[src/rtl/rn_ckpt_ctrl_if.sv]
// Branch checkpoint bus between the rename stage and rn_ckpt_ctrl.
//   master : rename side, drives branch dispatch / result, observes checkpoint strobes
//   slave  : checkpoint controller, drives save/restore strobes, indices, flush, stall, err
// Signal names keep the controller's point of view (_i into it, _o out of it).
interface rn_ckpt_ctrl_if #(
  parameter int unsigned NUM_CKPT = 4
);
  localparam int unsigned CW = $clog2(NUM_CKPT);

  logic          br_dispatch_i;
  logic          br_result_valid_i;
  logic          br_result_hit_i;
  logic          ckpt_save_o;
  logic [CW-1:0] ckpt_wr_idx_o;
  logic          ckpt_restore_o;
  logic [CW-1:0] ckpt_rd_idx_o;
  logic          flush_o;
  logic          stall_o;
  logic [CW:0]   ckpt_count_o;
  logic          err_o;

  modport master (
    output br_dispatch_i,
    output br_result_valid_i,
    output br_result_hit_i,
    input  ckpt_save_o,
    input  ckpt_wr_idx_o,
    input  ckpt_restore_o,
    input  ckpt_rd_idx_o,
    input  flush_o,
    input  stall_o,
    input  ckpt_count_o,
    input  err_o
  );

  modport slave (
    input  br_dispatch_i,
    input  br_result_valid_i,
    input  br_result_hit_i,
    output ckpt_save_o,
    output ckpt_wr_idx_o,
    output ckpt_restore_o,
    output ckpt_rd_idx_o,
    output flush_o,
    output stall_o,
    output ckpt_count_o,
    output err_o
  );
endinterface

[src/rtl/rn_ckpt_ctrl.sv]
// Branch checkpoint controller for the rename stage.
// Allocates one rename-map snapshot slot per renamed branch (FIFO order), frees the oldest
// slot on a correct resolve, and on a mispredict sequences restore+flush then a drain window.
// Ports:
//   clk   : clock, rising edge
//   rst_i : synchronous active-high reset
//   bus   : rn_ckpt_ctrl_if.slave (dispatch/result in; save/restore/idx/flush/stall/count/err out)
module rn_ckpt_ctrl #(
  parameter int unsigned NUM_CKPT     = 4,
  parameter int unsigned DRAIN_CYCLES = 2
) (
  input  logic          clk,
  input  logic          rst_i,
  rn_ckpt_ctrl_if.slave bus
);
  localparam int unsigned CW = $clog2(NUM_CKPT);
  localparam logic [CW:0] Full = (CW+1)'(NUM_CKPT);

  localparam logic [1:0] StIdle    = 2'd0;
  localparam logic [1:0] StRestore = 2'd1;
  localparam logic [1:0] StDrain   = 2'd2;

  logic [CW-1:0] head_q, head_d;
  logic [CW-1:0] tail_q, tail_d;
  logic [CW:0]   count_q, count_d;
  logic [1:0]    state_q, state_d;
  logic [3:0]    drain_q, drain_d;
  logic          err_q, err_d;

  logic stall;
  logic save;
  logic res_ok;
  logic res_hit;

  // Stall depends on registers only so rename sees it early in the cycle.
  always_comb begin
    stall   = (state_q != StIdle) || (count_q == Full);
    save    = bus.br_dispatch_i && !stall;
    // Results only count in IDLE with something outstanding; anything else is a violation.
    res_ok  = bus.br_result_valid_i && (count_q != '0) && (state_q == StIdle);
    res_hit = res_ok && bus.br_result_hit_i;
  end

  always_comb begin
    head_d  = head_q;
    tail_d  = tail_q;
    count_d = count_q;
    state_d = state_q;
    drain_d = drain_q;
    err_d   = err_q;

    if (bus.br_result_valid_i && (count_q == '0)) err_d = 1'b1;
    if (bus.br_dispatch_i && stall) err_d = 1'b1;

    case (state_q)
      StIdle: begin
        if (res_ok && !bus.br_result_hit_i) begin
          // Mispredict: every younger checkpoint dies, including one saved this cycle.
          tail_d  = head_q;
          count_d = '0;
          state_d = StRestore;
        end else begin
          if (save) tail_d = tail_q + CW'(1);
          if (res_hit) head_d = head_q + CW'(1);
          if (save && !res_hit) begin
            count_d = count_q + (CW+1)'(1);
          end else if (!save && res_hit) begin
            count_d = count_q - (CW+1)'(1);
          end
        end
      end
      StRestore: begin
        if (DRAIN_CYCLES == 0) begin
          state_d = StIdle;
        end else begin
          state_d = StDrain;
          drain_d = 4'(DRAIN_CYCLES - 1);
        end
      end
      StDrain: begin
        if (drain_q == '0) begin
          state_d = StIdle;
        end else begin
          drain_d = drain_q - 4'd1;
        end
      end
      default: state_d = StIdle;
    endcase
  end

  always_ff @(posedge clk) begin
    if (rst_i) begin
      head_q  <= '0;
      tail_q  <= '0;
      count_q <= '0;
      state_q <= StIdle;
      drain_q <= '0;
      err_q   <= 1'b0;
    end else begin
      head_q  <= head_d;
      tail_q  <= tail_d;
      count_q <= count_d;
      state_q <= state_d;
      drain_q <= drain_d;
      err_q   <= err_d;
    end
  end

  always_comb begin
    bus.ckpt_save_o    = save;
    bus.ckpt_wr_idx_o  = tail_q;
    bus.ckpt_restore_o = (state_q == StRestore);
    bus.ckpt_rd_idx_o  = head_q;
    bus.flush_o        = (state_q == StRestore);
    bus.stall_o        = stall;
    bus.ckpt_count_o   = count_q;
    bus.err_o          = err_q;
  end
endmodule
[src/flat_wrapper.sv]
// flat-port wrapper written by rule: the top's interface ports become plain ports
module rn_ckpt_ctrl_flat 
#(
  parameter int unsigned NUM_CKPT     = 4,
  parameter int unsigned DRAIN_CYCLES = 2
)
  (clk, rst_i, bus_br_dispatch_i, bus_br_result_valid_i, bus_br_result_hit_i, bus_ckpt_save_o, bus_ckpt_wr_idx_o, bus_ckpt_restore_o, bus_ckpt_rd_idx_o, bus_flush_o, bus_stall_o, bus_ckpt_count_o, bus_err_o);
  rn_ckpt_ctrl_if #(.NUM_CKPT(NUM_CKPT)) bus_i ();
  input  logic clk;
  input  logic rst_i;
  input wire logic [$bits(bus_i.br_dispatch_i)-1:0] bus_br_dispatch_i;
  input wire logic [$bits(bus_i.br_result_valid_i)-1:0] bus_br_result_valid_i;
  input wire logic [$bits(bus_i.br_result_hit_i)-1:0] bus_br_result_hit_i;
  output wire logic [$bits(bus_i.ckpt_save_o)-1:0] bus_ckpt_save_o;
  output wire logic [$bits(bus_i.ckpt_wr_idx_o)-1:0] bus_ckpt_wr_idx_o;
  output wire logic [$bits(bus_i.ckpt_restore_o)-1:0] bus_ckpt_restore_o;
  output wire logic [$bits(bus_i.ckpt_rd_idx_o)-1:0] bus_ckpt_rd_idx_o;
  output wire logic [$bits(bus_i.flush_o)-1:0] bus_flush_o;
  output wire logic [$bits(bus_i.stall_o)-1:0] bus_stall_o;
  output wire logic [$bits(bus_i.ckpt_count_o)-1:0] bus_ckpt_count_o;
  output wire logic [$bits(bus_i.err_o)-1:0] bus_err_o;
  assign bus_i.br_dispatch_i = bus_br_dispatch_i;
  assign bus_i.br_result_valid_i = bus_br_result_valid_i;
  assign bus_i.br_result_hit_i = bus_br_result_hit_i;
  assign bus_ckpt_save_o = bus_i.ckpt_save_o;
  assign bus_ckpt_wr_idx_o = bus_i.ckpt_wr_idx_o;
  assign bus_ckpt_restore_o = bus_i.ckpt_restore_o;
  assign bus_ckpt_rd_idx_o = bus_i.ckpt_rd_idx_o;
  assign bus_flush_o = bus_i.flush_o;
  assign bus_stall_o = bus_i.stall_o;
  assign bus_ckpt_count_o = bus_i.ckpt_count_o;
  assign bus_err_o = bus_i.err_o;
  rn_ckpt_ctrl #(.NUM_CKPT(NUM_CKPT), .DRAIN_CYCLES(DRAIN_CYCLES)) u_core (.clk(clk), .rst_i(rst_i), .bus(bus_i));
endmodule
[config.mk]
export PLATFORM = sky130hd
export DESIGN_NAME = rn_ckpt_ctrl_flat
export DESIGN_NICKNAME = d
export VERILOG_FILES = /design/src/rtl/rn_ckpt_ctrl_if.sv /design/src/rtl/rn_ckpt_ctrl.sv /design/src/flat_wrapper.sv
export SDC_FILE = /design/constraint.sdc
export NUM_CORES = 1
export LEC_CHECK = 0
export ABC_AREA = 0
export BUFFER_PORTS_ARGS = -buffer_cell sky130_fd_sc_hd__buf_2
export CAP_MARGIN = 20
export CORE_UTILIZATION = 51
export CTS_CLUSTER_DIAMETER = 80
export DETAILED_ROUTE_END_ITERATION = 7
export GPL_TIMING_DRIVEN = 1
export PLACE_DENSITY = 0.76
export RECOVER_POWER = 100
export SYNTH_ARGS = -nofsm -noshare
export SYNTH_HDL_FRONTEND = slang
export SYNTH_SLANG_ARGS = --single-unit
[constraint.sdc]
create_clock -name clk -period 2.9 [get_ports clk]
set_clock_uncertainty 0.1 [all_clocks]
set_input_delay 0.29 -clock clk [delete_from_list [all_inputs] [get_ports clk]]
set_output_delay 0.29 -clock clk [all_outputs]
set_load 0.01 [all_outputs]
# After elaboration in Yosys (flattened, before gate mapping)
# Index checks and enable logic that the tools add are counted.
classes:
  reduce_logical: 28
  muxes: 12
  eq_ne: 6
  n_addsub: 5
  bitwise_logic: 1
ops:
  columns: ["op", "n"]
  rows:
  - ["$logic_and 1x1->1", 9]
  - ["$mux 3", 3]
  - ["$mux 2", 4]
  - ["$pmux 4 s2", 1]
  - ["$reduce_and 2->1", 4]
  - ["$reduce_bool 2->1", 4]
  - ["$pmux 2 s3", 1]
  - ["$reduce_bool 3->1", 2]
  - ["$add 2x1->2 const B", 2]
  - ["$logic_not 1->1", 4]
  - ["$logic_not 4->1", 1]
  - ["$mux 4", 1]
  - ["$ne 2x2->1 const B", 2]
  - ["$sub 4x1->4 const B", 1]
  - ["$add 3x1->3 const B", 1]
  - ["$eq 3x3->1 const B", 1]
  - ["$logic_not 3->1", 1]
  - ["$reduce_and 3->1", 1]
  - ["$sub 3x1->3 const B", 1]
  - ["$eq 2x1->1 const B", 1]
  - ["$eq 2x2->1 const B", 1]
  - ["$logic_not 2->1", 1]
  - ["$mux 1", 2]
  - ["$ne 2x1->1 const B", 1]
  - ["2 further kinds", 2]
totals:
  inputBits: 5
  ff_bits: 14

# Longest topological paths before layout
# Gate-level depths: netlist (run 1).
depth:
  word_depth: 9
  ltp_mapped: 9
  ltp_nobuf: 9

# Worst setup path after synthesis (run 1)
# No wires, ideal clock.
synth_path:
  path_type: "register to register"
  start: "register u_core.count_q[0], in the netlist u_core.bus.ckpt_count_o[0]"
  end: "register u_core.count_q[2], in the netlist u_core.bus.ckpt_count_o[2]"
  t_required_ns: 2.714
  setup_time_ns: 0.086
  path_slack_ns: 0.339
  synth_period_minus_slack_ns: 2.561
  arrival_ns: 2.375
  path_stages_with_launch: 10
  path_buffers: 0
  cell_sequence: "dfxtp_1 nor3b_1 or2_1 nor2_1 ha_1 inv_1 fa_1 xor2_1 or3_1 a211oi_1"
synth_via:
  elab_chain_cells: 8
synth_rtl:
  columns: ["item", "line", "rtl"]
  rows:
  - ["start, declared", "rn_ckpt_ctrl.sv:25", "logic [CW:0] count_q, count_d;"]
  - ["start signal, assigned", "rn_ckpt_ctrl.sv:102", "count_q <= count_d;"]
  - ["$eq 3x3->1 *", "rn_ckpt_ctrl.sv:37", "stall = (state_q != StIdle) || (count_q == Full);"]
  - ["$logic_or 1x1->1 *", "rn_ckpt_ctrl.sv:37", null]
  - ["net bus_stall_o", "flat_wrapper.sv:19", "output wire logic [$bits(bus_i.stall_o)-1:0] bus_stall_o;"]
  - ["$logic_not 1->1 *", "rn_ckpt_ctrl.sv:38", "save = bus.br_dispatch_i && !stall;"]
  - ["$logic_and 1x1->1 *", "rn_ckpt_ctrl.sv:38", null]
  - ["net bus_ckpt_save_o", "flat_wrapper.sv:14", "output wire logic [$bits(bus_i.ckpt_save_o)-1:0] bus_ckpt_save_o;"]
  - ["$logic_not 1->1", "rn_ckpt_ctrl.sv:67", "end else if (!save && res_hit) begin"]
  - ["$logic_and 1x1->1", "rn_ckpt_ctrl.sv:67", null]
  - ["$reduce_bool 3->1 (no line)", null, null]
  - ["$reduce_and 2->1 (no line)", null, null]
# Mark *: on every way through the listed nets, which the timed path passes. The rest lies on a longest branch. The select of a mux whose other input is x is not followed.
# A chain may end at the register's enable or synchronous reset.

# Final worst setup path (run 1)
layout_path:
  start: "register u_core.count_q[2], in the netlist u_core.bus.ckpt_count_o[2]"
  end: "register u_core.count_q[2], in the netlist u_core.bus.ckpt_count_o[2]"
layout_via:
  elab_chain_cells: 8
layout_rtl:
  columns: ["item", "line"]
  rows:
  - ["$eq 3x3->1 or $reduce_bool 3->1 (tied branches)", "rn_ckpt_ctrl.sv:37, rn_ckpt_ctrl.sv:40"]
  - ["$logic_or 1x1->1 or $logic_and 1x1->1 (tied branches)", "rn_ckpt_ctrl.sv:37, rn_ckpt_ctrl.sv:40"]
  - ["$logic_not 1->1 or $logic_and 1x1->1 (tied branches)", "rn_ckpt_ctrl.sv:38, rn_ckpt_ctrl.sv:40"]
  - ["$logic_and 1x1->1 (on tied branches)", "rn_ckpt_ctrl.sv:38, rn_ckpt_ctrl.sv:41"]
  - ["$logic_not 1->1 (on tied branches)", "rn_ckpt_ctrl.sv:67, rn_ckpt_ctrl.sv:65"]
  - ["$logic_and 1x1->1 (on tied branches)", "rn_ckpt_ctrl.sv:67, rn_ckpt_ctrl.sv:65"]
  - ["$reduce_bool 3->1 (no line) or $mux 3 (tied branches)", null]
  - ["$reduce_and 2->1 (no line) or $mux 3 (tied branches)", null]
# Parallel ways exist; a longest one is shown, timed or not. The select of a mux whose other input is x is not followed.

==> results of run 1 <==
flip-flops by register name, indices dropped and copies added, names as in the netlist:
signal and count:
u_core.bus.ckpt_count_o 3, u_core.bus.ckpt_rd_idx_o 2, u_core.bus.ckpt_wr_idx_o 2, u_core.bus.err_o 1, u_core.drain_q 4, u_core.state_q 2
worst min-delay path by stage:
| stage | to | slack [ns] | depth (start not counted) |
|---|---|---|---|
| finish | u_core.bus.err_o | 0.23 | 3 |
| CTS | u_core.bus.err_o | 0.22 | 3 |
| global route | u_core.bus.err_o | 0.24 | 3 |
| floorplan | u_core.bus.ckpt_count_o[2] | 0.27 | 1 |
| global placement | u_core.bus.ckpt_rd_idx_o[1] | 0.38 | 2 |
| detailed placement | u_core.bus.ckpt_rd_idx_o[1] | 0.39 | 2 |
through the flow:
stage	instances	worst slack (ns)	total power, µW	utilization
6_report	114	0.319	740	0.629
5_1_grt	114	0.117	803	0.629
4_1_cts	114	0.377	752	0.643
3_5_place_dp	111	0.402	642	0.626
3_3_place_gp	111	0.426	628	0.626
2_1_floorplan	84	0.339	538	-
logic make-up after synthesis:
logic type	share of synthesized area
AND/OR/NAND/NOR	0.284
AO/OA/AOI/OAI	0.194
flip-flops	0.371
buffers and inverters	0.0547
adder cells (fa/ha/maj)	0.0597
XOR/XNOR	0.0232
multiplexers	0.0133
where the power goes:
part | total [µW] | switching (µW) | internal, µW
clock network | 109 | 61.3 | 48.1
logic | 341 | 197 | 144
registers | 290 | 53.6 | 236
total | 740 | 312 | 428
metal layers:
metal	vias to the layer above	share of wire	global-route usage
met5	-	0	0
met4	0	0.021	0.125
met3	4	0.044	0.0333
met2	19	0.40	0.278
met1	308	0.53	0.309
li1	342	-	-
worst min-delay path, stage by stage:
cell	delay, ns
buf_2	0.09
a21oi_1	0.06
a21oi_1	0.13
placed cells by master, fill, tap and decap left out, types with 2 or more instances in the layout:
cell type	Yosys	routed
buf_2	0	6
clkbuf_1	3	10
dfxtp_1	14	14
o21ai_0	3	3
inv_1	6	6
a311oi_1	2	2
or3_1	3	3
a31o_1	2	2
a21oi_1	8	8
nor2_1	4	4
or4_1	3	3
ha_1	2	2
or2_0	0	2
o31ai_1	3	3
clkbuf_4	0	3
nor3_1	6	6
cell type report:
| cell class | instances | share of cell area |
|---|---|---|
| Clock buffer | 3 | 0.0268 |
| Inverter | 6 | 0.0268 |
| Sequential cell | 14 | 0.334 |
| Multi-Input combinational cell | 60 | 0.510 |
| Tap cell | 15 | 0.0224 |
| Timing Repair Buffer | 16 | 0.0805 |
==> results.py, run 1 <==
metrics = {
    "outcome": {
        "status": "completed",
    },
    "worst_setup_path": {
        "r2r_start": "u_core.bus.ckpt_count_o[2]",
        "critPathLaunch": "u_core.bus.ckpt_count_o[2]",
        "cp_common_cell": "or3_1",
        "cp.arrival_ns": 2.68,
        "worst-path-buf-inv": 0,
        "reg2reg_to": "u_core.bus.ckpt_count_o[2]",
        "cpLargestDelayFamily": "simple AND/OR/NAND/NOR gates",
        "endpoint": "u_core.bus.ckpt_count_o[2]",
        "path_depth": 7,
        "reg2reg_slack_ns": 0.32,
        "start_kind": "flop",
        "path_cells": "nor3b_1 -> or2_0 -> nor2_1 -> ha_1 -> or3_1 -> or3_1 -> a211oi_1",
        "slowest_delay_ns": 0.50,
        "worstSetupPathType": "reg2reg",
        "ff2ff_path_depth": 7,
        "cp-end-kind": "flop",
        "cp_data_required_time_ns": 3.00,
        "slowest_stage": "nor3b_1",
        "critPathMaxFanout": 6,
    },
    "global_routing": {
        "grt_pass1_vias": 516,
        "antenna_found_initial": 0,
        "grt_pass1_wl_um": 2260,
        "gr-total-overflow": 0,
        "grt_max_degree": 14,
        "track_usage": 0.210,
    },
    "run": {
        "cap_violations": 0,
    },
    "clock_network": {
        "clk_pin_slew_ns": 0.08,
        "h-tree-depth": 1,
        "cts_resized": 0,
        "cts_sinks": 14,
        "tritoncts": "done",
        "cts_buffer_depth": 2,
        "cts-buffers-inserted": 3,
        "post_cts_buffers": 0,
        "cts_hold_buffers": 0,
        "clk_latency_ns": 0.28,
        "root_buffer": "clkbuf_4",
    },
    "power": {
        "leakagePower_uw": 0.000329,
        "p_per_area_mw_per_mm2": 882,
        "ir_drop_mv": 0.465,
    },
    "sta": {
        "min_period_over_period": 0.890,
        "rsz0062_at_grt": "no",
        "final-setup-viol-count": 0,
        "holdWs_ns": 0.228,
        "hold_viol": 0,
        "fmax_mhz": 387,
        "period_needed_ns": 2.58,
        "tightest_slew_ns": 0.563,
        "maxSlewViolCount": 0,
        "maxSlewHeadroom": 0.624,
        "tns_ns": 0,
    },
    "synthesis": {
        "yosys.area.top_type": "dfxtp_1",
        "syn_area_per_cell_um2": 8.98,
        "ys_ff_latch": 14,
        "synthCells": 84,
        "synth.most_common_cell": "dfxtp_1",
        "syn-cell-area_um2": 754,
        "synth-edff-count": 0,
        "ys_types": 36,
        "synth_top_area_share": 0.371,
        "synth-seq-area-share": 0.371,
        "synth.cells.most_frequent": "dfxtp_1, a21oi_1, inv_1, nor3_1, nor2_1",
        "synth_area_leaders": "dfxtp_1, a21oi_1, nor3_1, ha_1, inv_1",
        "syn-num-nets": 92,
        "synth_warnings": 0,
        "async_reset_ff_frac": 0,
        "synth_flop_cell": "dfxtp_1",
    },
    "cells_and_area": {
        "regArea_um2": 280,
        "nNetsFinal": 109,
        "n_fill_cell": 129,
        "drive_above_1_share": 0.121,
        "syn2layout_area_growth_pct": 11.3,
        "fin_area_um2": 840,
        "antenna_cells": 0,
        "multi_input_area_um2": 428,
    },
    "drt": {
        "dr.pass1.iters": 4,
        "route.detailed.drc": 0,
        "final_antenna_net_count": 0,
        "avgViaCountPerCell": 5.90,
        "wl_per_cell_um": 13.2,
        "vias": 673,
        "drt_iter0_drc": 16,
        "wirelength_um": 1500,
    },
    "floorplanning": {
        "ios": 17,
        "start_util": 0.566,
        "die_area_mm2": 0.00164,
        "rows": 13,
        "die_h_um": 40.5,
        "die_x_um": 40.5,
        "core_mm2": 0.00133,
    },
    "placement": {
        "io_buffers": 16,
        "placed_area_um2": 835,
        "dp_hpwl_um": 1110,
        "globalplace.congestion": 0.768,
    },
    "hold_path": {
        "hp-class": "in2reg",
        "hold_path.startpoint": "bus_br_result_valid_i",
    },
}
No activity file was read; power rests on OpenSTA's default activity.
==> run 2, diff against run 1 <==
--- a/config.mk
+++ b/config.mk
@@ -8,11 +8,11 @@
 export ABC_AREA = 0
 export BUFFER_PORTS_ARGS = -buffer_cell sky130_fd_sc_hd__buf_2
 export CAP_MARGIN = 20
-export CORE_UTILIZATION = 51
+export CORE_UTILIZATION = 46
 export CTS_CLUSTER_DIAMETER = 80
 export DETAILED_ROUTE_END_ITERATION = 7
 export GPL_TIMING_DRIVEN = 1
-export PLACE_DENSITY = 0.76
+export PLACE_DENSITY = 0.72
 export RECOVER_POWER = 100
 export SYNTH_ARGS = -nofsm -noshare
 export SYNTH_HDL_FRONTEND = slang
==> constraint.sdc (replaced) <==
create_clock -name clk -period 2.1 [get_ports clk]
set_clock_uncertainty 0.1 [all_clocks]
set_input_delay 0.21 -clock clk [delete_from_list [all_inputs] [get_ports clk]]
set_output_delay 0.21 -clock clk [all_outputs]
set_load 0.01 [all_outputs]
==> run 2 against run 1 <==
Compared with the run above:
- count of clock-buffer cells in the layout increased by 1
- critical path type unchanged
- combinational power increased by 85%
- critical endpoint unchanged
- the flow now finishes with violations (negative setup slack)
- highest routed layer unchanged
- clock power increased by 87%
- critical path depth increased by 2
- sequential power increased by 30%
- via count increased by 8.2%
==> results.py, run 2 (synthesis gave the netlist of run 1 again) <==
metrics = {
    "cells_and_area": {
        "syn2layout_area_growth_pct": 30.2,
        "mostFrequentLayoutCell": "buf_2",
        "regArea_um2": 285,
        "fin_area_um2": 982,
        "multi_input_area_um2": 458,
        "nNetsFinal": 122,
        "largest_register": "u_core.drain_q",
        "n_fill_cell": 132,
        "final_cell_mix": "buf_2, buf_4, dfxtp_1",
        "largest_reg_flops": 4,
        "drive_above_1_share": 0.336,
        "antenna_cells": 0,
    },
    "drt": {
        "route.detailed.drc": 0,
        "avgViaCountPerCell": 5.64,
        "vias": 728,
        "drt_iter0_drc": 11,
        "final_antenna_net_count": 0,
        "dr.pass1.iters": 3,
        "wl_per_cell_um": 12.8,
        "wirelength_um": 1660,
    },
    "clock_network": {
        "clk_pin_slew_ns": 0.09,
        "cts-buffers-inserted": 3,
        "h-tree-depth": 1,
        "cts_sinks": 14,
        "root_buffer": "clkbuf_4",
        "clk_latency_ns": 0.29,
        "tritoncts": "done",
        "cts_hold_buffers": 0,
        "cts_buffer_depth": 2,
    },
    "power": {
        "leakagePower_uw": 0.000418,
        "comb_power_share": 0.521,
        "pwr-share-clk": 0.169,
        "p_sw_frac": 0.392,
        "fin_total_pwr_uw": 1210,
        "p_int_uw": 737,
        "p_per_area_mw_per_mm2": 1230,
        "p_seq_frac": 0.311,
        "ir_drop_mv": 0.720,
        "switchingPower_uw": 475,
    },
    "worst_setup_path": {
        "cp-end-kind": "flop",
        "reg2reg_slack_ns": -0.14,
        "worstSetupPathType": "reg2reg",
        "cp.arrival_ns": 2.35,
        "start_kind": "flop",
        "cp_data_required_time_ns": 2.21,
        "critPathMaxFanout": 3,
    },
    "placement": {
        "dp_hpwl_um": 1240,
        "io_buffers": 16,
        "placed_area_um2": 960,
        "globalplace.congestion": 0.790,
    },
    "sta": {
        "rsz0062_at_grt": "yes",
        "final-setup-viol-count": 1,
        "fmax_mhz": 447,
        "min_period_over_period": 1.06,
        "maxSlewViolCount": 0,
        "hold_viol": 0,
        "period_needed_ns": 2.24,
        "tightest_slew_ns": 0.476,
        "maxSlewHeadroom": 0.682,
        "holdWs_ns": 0.121,
        "setup_ws_ns": -0.136,
    },
    "floorplanning": {
        "ios": 17,
        "rows": 14,
        "die_h_um": 42.5,
        "core_mm2": 0.00152,
        "die_area_mm2": 0.00181,
        "die_x_um": 42.5,
        "start_util": 0.495,
    },
    "outcome": {
        "violations": "negative setup slack",
        "status": "finished, violations left",
    },
    "global_routing": {
        "antenna_found_initial": 0,
        "gr-total-overflow": 0,
        "grt_pass1_vias": 673,
        "grt_max_degree": 14,
        "track_usage": 0.200,
        "grt_pass1_wl_um": 2740,
    },
    "hold_path": {
        "hp-class": "in2reg",
    },
    "run": {
        "cap_violations": 0,
    },
}
[run 2: cell types whose count changed in the layout (fill, tap and decap cells not counted), moves of 2 or more]
cell and delta:
clkbuf_1 -2, dfxtp_2 +4, buf_2 +5, buf_4 +10, dfxtp_1 -4
[run 2: path summary, 6_finish.rpt]
kind / start / end / cells past startpoint
max reg2reg: u_core.state_q[0] / u_core.bus.ckpt_count_o[2] / 9
max: u_core.state_q[0] / u_core.bus.ckpt_count_o[2] / 9
min reg2reg: u_core.bus.ckpt_rd_idx_o[1] / u_core.bus.ckpt_rd_idx_o[1] / 2
min: bus_br_dispatch_i / u_core.bus.err_o / 3
[run 2: cell type report]
class	count	share of cell area
timing repair buffer	29	0.163
inverter	6	0.0229
tap	16	0.0204
sequential	14	0.290
clock buffer	4	0.0369
multi-input combinational	60	0.466
[run 2: worst max-delay path, cell delays in order (launching register included)]
cell,delay [ns]
dfxtp_2,0.34
or2_4,0.25
or2_4,0.24
nor2_4,0.10
ha_4,0.14
inv_2,0.03
fa_2,0.32
xor2_1,0.15
or3_1,0.32
a211oi_2,0.17
[run 2: power groups by stage]
stage               Sequential [µW]  Clock (µW)  Combinational (µW)
finish                          376         204                 631
global route                    386         216                 695
CTS                             379         205                 677
detailed placement              385           0                 658
global placement                382           0                 652
floorplan                       429           0                 362
[run 2: timing repair]
action,in CTS,in global routing
resized for setup,2,1
setup buffers,1,0
endpoints found under the setup margin,1,1
pin swaps,1,0
cloned,0,0
[run 2: per-layer routing]
| metal | vias to the layer above | share of wire | GRT usage |
|---|---|---|---|
| met5 | - | 0 | 0 |
| met2 | 12 | 0.47 | 0.348 |
| li1 | 367 | - | - |
| met1 | 345 | 0.48 | 0.243 |
| met3 | 4 | 0.033 | 0.0259 |
| met4 | 0 | 0.013 | 0.0938 |
[run 2: per-stage QoR]
step	setup TNS (ns)	instances	worst slack, ns	utilization
floorplan	-0.206	84	-0.206	-
global placement	-0.111	124	-0.111	0.630
detailed placement	-0.177	124	-0.177	0.630
CTS	-0.143	129	-0.143	0.662
global route	-0.205	129	-0.205	0.644
finish	-0.136	129	-0.136	0.644
==> run 3, diff against run 2 <==
--- a/config.mk
+++ b/config.mk
@@ -5,14 +5,14 @@
 export SDC_FILE = /design/constraint.sdc
 export NUM_CORES = 1
 export LEC_CHECK = 0
-export ABC_AREA = 0
+export ABC_AREA = 1
 export BUFFER_PORTS_ARGS = -buffer_cell sky130_fd_sc_hd__buf_2
 export CAP_MARGIN = 20
-export CORE_UTILIZATION = 46
+export CORE_UTILIZATION = 47
 export CTS_CLUSTER_DIAMETER = 80
 export DETAILED_ROUTE_END_ITERATION = 7
 export GPL_TIMING_DRIVEN = 1
-export PLACE_DENSITY = 0.72
+export PLACE_DENSITY = 0.73
 export RECOVER_POWER = 100
 export SYNTH_ARGS = -nofsm -noshare
 export SYNTH_HDL_FRONTEND = slang
==> run 3 against run 2 <==
Compared with the run above:
- the run ends with design-rule violations left
- total power fell by 10%
- via count fell by 5.5%
- combinational power fell by 13%
- critical path type unchanged
==> results.py, run 3 <==
metrics = {
    "outcome": {
        "status": "finished, violations left",
        "violations": "design-rule violations",
    },
    "cells_and_area": {
        "mostFrequentLayoutCell": "inv_1",
        "n_fill_cell": 147,
        "fin_area_um2": 936,
        "multi_input_area_um2": 419,
        "syn2layout_area_growth_pct": 14.9,
        "largest_reg_flops": 4,
        "antenna_cells": 0,
        "regArea_um2": 289,
        "nNetsFinal": 134,
        "drive_above_1_share": 0.274,
        "largest_register": "u_core.drain_q",
        "final_cell_mix": "inv_1, nand3_1, dfxtp_1",
    },
    "drt": {
        "final_antenna_net_count": 0,
        "wirelength_um": 1440,
        "dr.pass1.iters": 6,
        "route.detailed.drc": 2,
        "avgViaCountPerCell": 4.91,
        "route.met2.wl_um": 627,
        "met1Wirelength_um": 724,
        "wl_per_cell_um": 10.3,
        "wl_met3_um": 72,
        "vias": 688,
        "top_layer_used": "met4",
        "drt_iter0_drc": 14,
    },
    "synthesis": {
        "synth_adder_area_share": 0.0553,
        "synthCells": 103,
        "synth-seq-area-share": 0.344,
        "synthSimpleGateAreaFrac": 0.336,
        "synth.area.mux_share": 0,
        "post_synth_xor_area_fraction": 0.0645,
        "ys_types": 24,
        "synth_compound_area_frac": 0.0768,
        "synth_top_area_share": 0.344,
        "synth.most_common_cell": "inv_1",
        "synth_flop_cell": "dfxtp_1",
        "ys_ff_latch": 14,
        "synth_warnings": 0,
        "async_reset_ff_frac": 0,
        "synth-edff-count": 0,
        "yosys.area.top_type": "dfxtp_1",
        "syn_area_per_cell_um2": 7.91,
        "syn-num-nets": 111,
        "synth.cells.most_frequent": "inv_1, dfxtp_1, nand3_1",
        "synth_area_leaders": "dfxtp_1, inv_1, nand3_1, xor2_1, nand3_2",
        "syn-cell-area_um2": 815,
        "synth_top_family_by_area": "simple AND/OR/NAND/NOR gates",
    },
    "power": {
        "comb_power_share": 0.506,
        "p_sw_frac": 0.423,
        "p_per_area_mw_per_mm2": 1160,
        "switchingPower_uw": 460,
        "pwr-share-clk": 0.136,
        "p_int_uw": 627,
        "p_seq_frac": 0.358,
        "ir_drop_mv": 0.673,
        "leakagePower_uw": 0.000439,
    },
    "floorplanning": {
        "die_h_um": 43.6,
        "die_x_um": 43.6,
        "core_mm2": 0.00156,
        "start_util": 0.522,
        "ios": 17,
        "die_area_mm2": 0.00190,
        "rows": 14,
    },
    "clock_network": {
        "cts_hold_buffers": 0,
        "tritoncts": "done",
        "cts-buffers-inserted": 3,
        "cts_sinks": 14,
        "h-tree-depth": 1,
        "root_buffer": "clkbuf_4",
        "cts_buffer_depth": 2,
        "clk_latency_ns": 0.28,
        "clk_pin_slew_ns": 0.08,
    },
    "worst_setup_path": {
        "cp_data_required_time_ns": 2.18,
        "critPathMaxFanout": 3,
        "start_kind": "flop",
        "cp-end-kind": "flop",
        "cp.arrival_ns": 2.05,
        "reg2reg_slack_ns": 0.13,
        "ff2ff_path_depth": 12,
        "r2r_start": "u_core.state_q[1]",
        "reg2reg_to": "u_core.bus.ckpt_count_o[2]",
        "worstSetupPathType": "reg2reg",
    },
    "sta": {
        "min_period_over_period": 0.938,
        "tightest_slew_ns": 0.226,
        "final-setup-viol-count": 0,
        "period_needed_ns": 1.97,
        "hold_viol": 0,
        "rsz0062_at_grt": "no",
        "fmax_mhz": 508,
        "tns_ns": 0,
        "maxSlewViolCount": 0,
        "maxSlewHeadroom": 0.849,
    },
    "placement": {
        "io_buffers": 16,
        "globalplace.congestion": 0.771,
        "dp_hpwl_um": 1130,
        "placed_area_um2": 921,
    },
    "hold_path": {
        "hp-class": "in2reg",
        "min_to": "u_core.drain_q[3]",
        "hold_path.startpoint": "rst_i",
        "hold_depth": 2,
    },
    "global_routing": {
        "grt_pass1_vias": 618,
        "antenna_found_initial": 0,
        "grt_pass1_wl_um": 2530,
        "grt_max_degree": 10,
        "track_usage": 0.181,
        "gr-total-overflow": 0,
    },
    "run": {
        "cap_violations": 0,
    },
}
[run 3: cell types whose count changed in the layout (fill, tap and decap cells not counted), moves of 4 or more]
| cell | before | now |
|---|---|---|
| buf_4 | 10 | 3 |
| inv_1 | 5 | 16 |
| inv_2 | 1 | 6 |
| nand2_1 | 1 | 7 |
| nand3_1 | 0 | 12 |
| nand3_2 | 0 | 4 |
| nor2_1 | 3 | 9 |
| nor3_1 | 7 | 3 |
| xor2_1 | 1 | 6 |
[run 3: area by class of cell]
class                      instances  share of cell area
multi-input combinational         64               0.448
sequential                        14               0.309
timing repair buffer              20               0.103
inverter                          23              0.0949
clock buffer                       3              0.0241
tap                               16              0.0214
[run 3: worst max-delay path by stage]
stage                                from                    endpoint  depth (start not counted)  slack [ns]
2_1_floorplan  u_core.bus.ckpt_count_o[0]  u_core.bus.ckpt_count_o[2]                         11        0.05
3_3_place_gp   u_core.bus.ckpt_count_o[0]  u_core.bus.ckpt_count_o[2]                         11        0.13
3_5_place_dp   u_core.bus.ckpt_count_o[0]  u_core.bus.ckpt_count_o[2]                         11        0.07
4_1_cts        u_core.bus.ckpt_count_o[0]  u_core.bus.ckpt_count_o[2]                         11        0.06
5_1_grt                 u_core.state_q[1]  u_core.bus.ckpt_count_o[2]                         12        0.02
6_report                u_core.state_q[1]  u_core.bus.ckpt_count_o[2]                         12        0.13
[run 3: power groups by stage]
stage               sequential (µW)  clock [µW]  combinational, µW
floorplan                       404           0                399
global placement                382           0                578
detailed placement              386           0                584
CTS                             380         158                586
global route                    399         169                629
finish                          389         147                550
[run 3: cell families (layout without fill, tap and decap cells)]
family / count (synthesis) / after routing
adders and majority gates: 3 / 3
buffers and inverters: 25 / 46
AOI/OAI and AO/OA: 11 / 11
and+or+nand+nor: 44 / 44
DFF: 14 / 14
xor gates and xnor gates: 6 / 6
[run 3: timing repair]
| action | CTS | global route |
|---|---|---|
| buffers inserted | 0 | 2 |
| gates resized for setup | 0 | 7 |
| setup endpoints to repair | 0 | 2 |
[run 3: stage by stage]
step	worst slack (ns)	hold WS, ns	util	cells	power [µW]
final	0.130	0.116	0.600	140	1090
after floorplan	0.0456	0.280	-	103	803
after global routing	0.0215	0.117	0.600	140	1200
after detailed placement	0.0742	0.366	0.591	135	970
after global placement	0.132	0.345	0.591	135	960
after CTS	0.0561	0.120	0.605	138	1120
[run 3: metal layers]
| metal | up-vias | global-route usage |
|---|---|---|
| met1 | 301 | 0.255 |
| met3 | 2 | 0.0625 |
| li1 | 368 | - |
| met5 | - | 0 |
| met2 | 17 | 0.251 |
| met4 | 0 | 0.0750 |
[run 3: critical path, stage by stage, from the launching register on]
cell	delay, ns
dfxtp_2	0.34
inv_2	0.06
nand2_4	0.07
inv_4	0.07
nand3_2	0.07
inv_1	0.08
ha_2	0.18
inv_1	0.05
fa_1	0.37
xor2_1	0.15
nor2_1	0.13
xor2_1	0.15
nor2_1	0.05
